<file path="src/rtl/uart_rx_pkg.sv">
// Shared constants and helpers for the 8N1 UART receiver.
package uart_rx_pkg;

    localparam int unsigned DATA_BITS = 8;
    localparam int unsigned IDX_W     = $clog2(DATA_BITS);
    localparam int unsigned STATE_W   = 3;

    typedef logic [STATE_W-1:0] state_t;

    localparam state_t ST_IDLE      = 3'd0;
    localparam state_t ST_START     = 3'd1;
    localparam state_t ST_DATA      = 3'd2;
    localparam state_t ST_STOP      = 3'd3;
    localparam state_t ST_WAIT_IDLE = 3'd4;

    // Offset from the start-bit edge to mid-bit, in clocks.
    function automatic int unsigned half_period(input int unsigned div);
        return (div - 1) / 2;
    endfunction

endpackage

</file>
<file path="src/rtl/uart_rx_sync.sv">
// Two-flop synchronizer for the asynchronous RX line; resets to the idle level.
module uart_rx_sync (
    input  logic clk,
    input  logic rst,
    input  logic d_i,
    output logic q_o
);

    logic [1:0] sync_q;

    always_ff @(posedge clk) begin
        if (rst) begin
            sync_q <= 2'b11;
        end else begin
            sync_q <= {sync_q[0], d_i};
        end
    end

    assign q_o = sync_q[1];

endmodule

</file>
<file path="src/rtl/uart_rx.sv">
// 8N1 UART receiver: oversamples the synchronized line, samples each bit at
// mid-bit, and presents each correctly framed byte with a one-cycle strobe.
module uart_rx
    import uart_rx_pkg::*;
#(
    parameter int unsigned DIV = 16
) (
    input  logic       clk,
    input  logic       rst,
    input  logic       in,
    output logic [7:0] out,
    output logic       clk_out
);

    localparam int unsigned CNT_W = $clog2(DIV);
    localparam logic [CNT_W-1:0] HALF     = CNT_W'(half_period(DIV));
    localparam logic [CNT_W-1:0] BIT_LAST = CNT_W'(DIV - 1);
    localparam logic [IDX_W-1:0] IDX_LAST = IDX_W'(DATA_BITS - 1);

    logic                 s;
    state_t               state_q, state_d;
    logic [CNT_W-1:0]     cnt_q, cnt_d;
    logic [IDX_W-1:0]     idx_q, idx_d;
    logic [DATA_BITS-1:0] shift_q, shift_d;
    logic                 pend_q, pend_d;
    logic [7:0]           out_q, out_d;
    logic                 clk_out_q, clk_out_d;

    uart_rx_sync u_sync (
        .clk (clk),
        .rst (rst),
        .d_i (in),
        .q_o (s)
    );

    always_ff @(posedge clk) begin
        if (rst) begin
            state_q   <= ST_IDLE;
            cnt_q     <= '0;
            idx_q     <= '0;
            shift_q   <= '0;
            pend_q    <= 1'b0;
            out_q     <= 8'h00;
            clk_out_q <= 1'b0;
        end else begin
            state_q   <= state_d;
            cnt_q     <= cnt_d;
            idx_q     <= idx_d;
            shift_q   <= shift_d;
            pend_q    <= pend_d;
            out_q     <= out_d;
            clk_out_q <= clk_out_d;
        end
    end

    always_comb begin
        state_d   = state_q;
        cnt_d     = cnt_q;
        idx_d     = idx_q;
        shift_d   = shift_q;
        pend_d    = 1'b0;
        out_d     = pend_q ? shift_q : out_q;
        clk_out_d = pend_q;

        case (state_q)
            ST_IDLE: begin
                if (!s) begin
                    state_d = ST_START;
                    cnt_d   = HALF;
                end
            end

            // Start sample lands on the H-th edge after IDLE saw the low level,
            // so all later DIV-spaced samples sit at mid-bit.
            ST_START: begin
                if (cnt_q == CNT_W'(1)) begin
                    if (!s) begin
                        state_d = ST_DATA;
                        idx_d   = '0;
                        cnt_d   = BIT_LAST;
                    end else begin
                        state_d = ST_IDLE;
                    end
                end else begin
                    cnt_d = cnt_q - CNT_W'(1);
                end
            end

            ST_DATA: begin
                if (cnt_q == '0) begin
                    shift_d[idx_q] = s;
                    cnt_d          = BIT_LAST;
                    if (idx_q == IDX_LAST) begin
                        state_d = ST_STOP;
                    end else begin
                        idx_d = idx_q + IDX_W'(1);
                    end
                end else begin
                    cnt_d = cnt_q - CNT_W'(1);
                end
            end

            // Returning to IDLE at mid-stop leaves margin for a back-to-back start.
            ST_STOP: begin
                if (cnt_q == '0) begin
                    if (s) begin
                        pend_d  = 1'b1;
                        state_d = ST_IDLE;
                    end else begin
                        state_d = ST_WAIT_IDLE;
                    end
                end else begin
                    cnt_d = cnt_q - CNT_W'(1);
                end
            end

            ST_WAIT_IDLE: begin
                if (s) begin
                    state_d = ST_IDLE;
                end
            end

            default: begin
                state_d = ST_IDLE;
            end
        endcase
    end

    assign out     = out_q;
    assign clk_out = clk_out_q;

endmodule

</file>
<file path="config.mk">
export PLATFORM = sky130hd
export DESIGN_NAME = uart_rx
export DESIGN_NICKNAME = d
export VERILOG_FILES = /design/src/rtl/uart_rx_pkg.sv /design/src/rtl/uart_rx_sync.sv /design/src/rtl/uart_rx.sv
export SDC_FILE = /design/constraint.sdc
export NUM_CORES = 1
export LEC_CHECK = 0
export ABC_AREA = 1
export CAP_MARGIN = 20
export CELL_PAD_IN_SITES_DETAIL_PLACEMENT = 2
export CELL_PAD_IN_SITES_GLOBAL_PLACEMENT = 2
export CORE_UTILIZATION = 30
export CTS_CLUSTER_DIAMETER = 200
export DETAILED_ROUTE_END_ITERATION = 8
export GPL_ROUTABILITY_DRIVEN = 0
export HOLD_SLACK_MARGIN = 0.02
export PLACE_DENSITY_LB_ADDON = 0.1
export SLEW_MARGIN = 40
export SYNTH_ARGS = -nofsm -noshare
export SYNTH_HDL_FRONTEND = slang
export SYNTH_SLANG_ARGS = --single-unit
export TNS_END_PERCENT = 30
</file>
<file path="constraint.sdc">
create_clock -name clk -period 2.4 [get_ports clk]
set_clock_uncertainty 0.1 [all_clocks]
set_input_delay 0.48 -clock clk [delete_from_list [all_inputs] [get_ports clk]]
set_output_delay 0.48 -clock clk [all_outputs]
set_load 0.01 [all_outputs]
</file>
==> metrics <==
run status=completed; cell row count=25; clock latency on the worst-skew pair=0.28 ns; Pins Over Slew Limit=0; drt pass-1 iters=4; half-perimeter wire length after placement=3.15 mm; fill cell total of the finished layout=612; power per unit of standard cell area=1100 nW/um2; setup TNS=0 ns; Max-Cap Viols=0; top library cells by usage in the layout, fill and taps aside=nand2_1 (54), nor2_1 (45), dfxtp_1 (30); Static Leakage=0.781 nW; overall global routing resource usage=0.181; initial detailed-routing violation count=38; kind of cell with the highest combined delay on the critical path=simple AND/OR/NAND/NOR gates; clock tree sinks=30; total vias in the final route=1445; timing-limited maximum frequency=562 MHz; average detailed-routed wire length per instance=13.6 um; syn avg cell area=6.68 um2; fraction of final layout cells sized beyond drive strength 1=0.0928; register bit count reported by yosys=30; unrepaired setup endpoints after global routing=false; area of the die=5250 um2; number of standard cells in the layout, taps in and fillers out=304; Horiz. Die Dim=72.5 um; Hold Path Cell Cnt=1; Reg clk slew, reported paths=0.06 ns; leftover overflow at the end of global routing=0; Synth cell types=19; Crit Path Max Fanout=7; Port Buffer Count=11; Post-DRT Antenna Nets=0; post-CTS setup-driven buffer insertion count=0; required time worst endpoint=2.52 ns; crit path capture type=register; cell depth of the worst setup path=9; Worst slew margin=0.622; Antenna Cells=0; area of the core=4750 um2; Critical Path AT=1.90 ns; placed cells=297; critical path start-end classification=register to register; total number of nets in the final design=244; Seq/Total Area, Yosys=0.403; Hold Crit Class=register to register; worst reg2reg path depth=9; global-route wire length before repair=7.22 mm; hold_buf cts=0; pin slew with the least headroom to its limit=0.566 ns; Cells after Synth=223; Post-CTS Resized=0; sequential cell area=601 um2; y dimension of the die=72.5 um; count of buffering cells on the critical path with inverters included=1; CTS Buf Count=5; maximum buffer depth of the clock tree=2; element type at the critical path start=register; time the final worst path needs with I/O delays and setup=1.78 ns; final setup vio count=0; Cell Chain, Critical Path=inv_1 > ha_1 > nand2_1 > nor2_1 > nor2_1 > nand3_1 > nand2_1 > nand2_1 > nor2_1; final hold vios=0; clock tree from TritonCTS=yes; number of H-tree levels=2; signed area change from the synthesized netlist to the final layout=16.5%; starting utilization of the core area=0.313; post-synthesis instance area=1490 um2; worst voltage drop across the vdd grid=359 uV; I/O Pins=12; initial antenna violation count=0; leading cell type in the layout, fill and taps excluded=nand2_1; Critical Path Slowest Stage Cell=dfxtp_1; yosys synthesis warning count=0; detailed-route DRC error count=0; delay of the slowest cell on the worst path=0.33 ns; largest net degree at the start of global routing=20; via density per instance=4.75; via count of the first global-routing pass=1586; final wirelength=4.14 mm; syn_nets=230; Final period util=0.742; area of the multi-input gates=764 um2; CTS Root Cell=clkbuf_8
[Yosys cell counts (all sizes together)]
cell type / n / area share
nand4: 1 / 0.0042
dfxtp: 30 / 0.40
nand2: 57 / 0.15
inv: 24 / 0.060
buf: 3 / 0.018
nor2: 52 / 0.16
a21oi: 13 / 0.044
nand3: 17 / 0.057
or2: 2 / 0.0084
clkbuf: 2 / 0.0050
nor4: 1 / 0.0042
ha: 4 / 0.034
o21ai: 17 / 0.057
[per-layer routing]
metal,vias up,track usage,wire length [um]
li1,727,-,-
met1,697,0.213,1910
met2,17,0.325,2090
met3,4,0.0417,107
met4,0,0.0523,36
met5,-,0,0
[state kept, by name, indices dropped and copies added (netlist names)]
signal,count
clk_out,1
cnt_q,4
state_q,3
out,8
clk_out_d,1
shift_q,8
u_sync.sync_q,2
idx_q,3
[cells by family (layout without fill, tap and decap cells)]
family | count (synthesis) | in the layout | synth area share
flops | 30 | 30 | 0.403
compound gates | 30 | 30 | 0.101
buf+inv | 29 | 43 | 0.0840
simple gates | 130 | 130 | 0.379
fa+ha+maj | 4 | 4 | 0.0336
[per-stage QoR]
stage	util	cell area (um2)	worst slack, ns	hold WS, ns	power, mW
2_1_floorplan	-	1490	0.945	0.289	1.31
3_3_place_gp	0.348	1660	0.593	0.292	1.50
3_5_place_dp	0.348	1660	0.504	0.300	1.54
4_1_cts	0.365	1740	0.606	0.324	1.95
5_1_grt	0.365	1740	0.422	0.336	2.10
6_report	0.365	1740	0.620	0.320	1.91
[cell type report]
class                      instances  share of cell area
timing repair buffer              12              0.0678
clock inverter                     2             0.00577
clock buffer                       5              0.0397
inverter                          24              0.0519
multi-input combinational        164               0.441
sequential                        30               0.346
tap                               67              0.0483
[worst paths after layout]
path         slack, ns                         from                          end
min reg2reg       0.32  u_sync.sync_q[0]$_SDFF_PP1_  u_sync.sync_q[1]$_SDFF_PP1_
min               0.32  u_sync.sync_q[0]$_SDFF_PP1_  u_sync.sync_q[1]$_SDFF_PP1_
max               0.62        cnt_q[0]$_SDFFE_PP0P_        cnt_q[1]$_SDFFE_PP0P_
max reg2reg       0.62        cnt_q[0]$_SDFFE_PP0P_        cnt_q[1]$_SDFFE_PP0P_
[report_power, final]
| part | internal (mW) | switching, mW | total, mW |
|---|---|---|---|
| Sequential | 0.580 | 0.0979 | 0.678 |
| Clock | 0.194 | 0.188 | 0.382 |
| Combinational | 0.268 | 0.585 | 0.853 |
| Total | 1.04 | 0.871 | 1.91 |
Note: power is estimated with default switching activity, not from simulation.
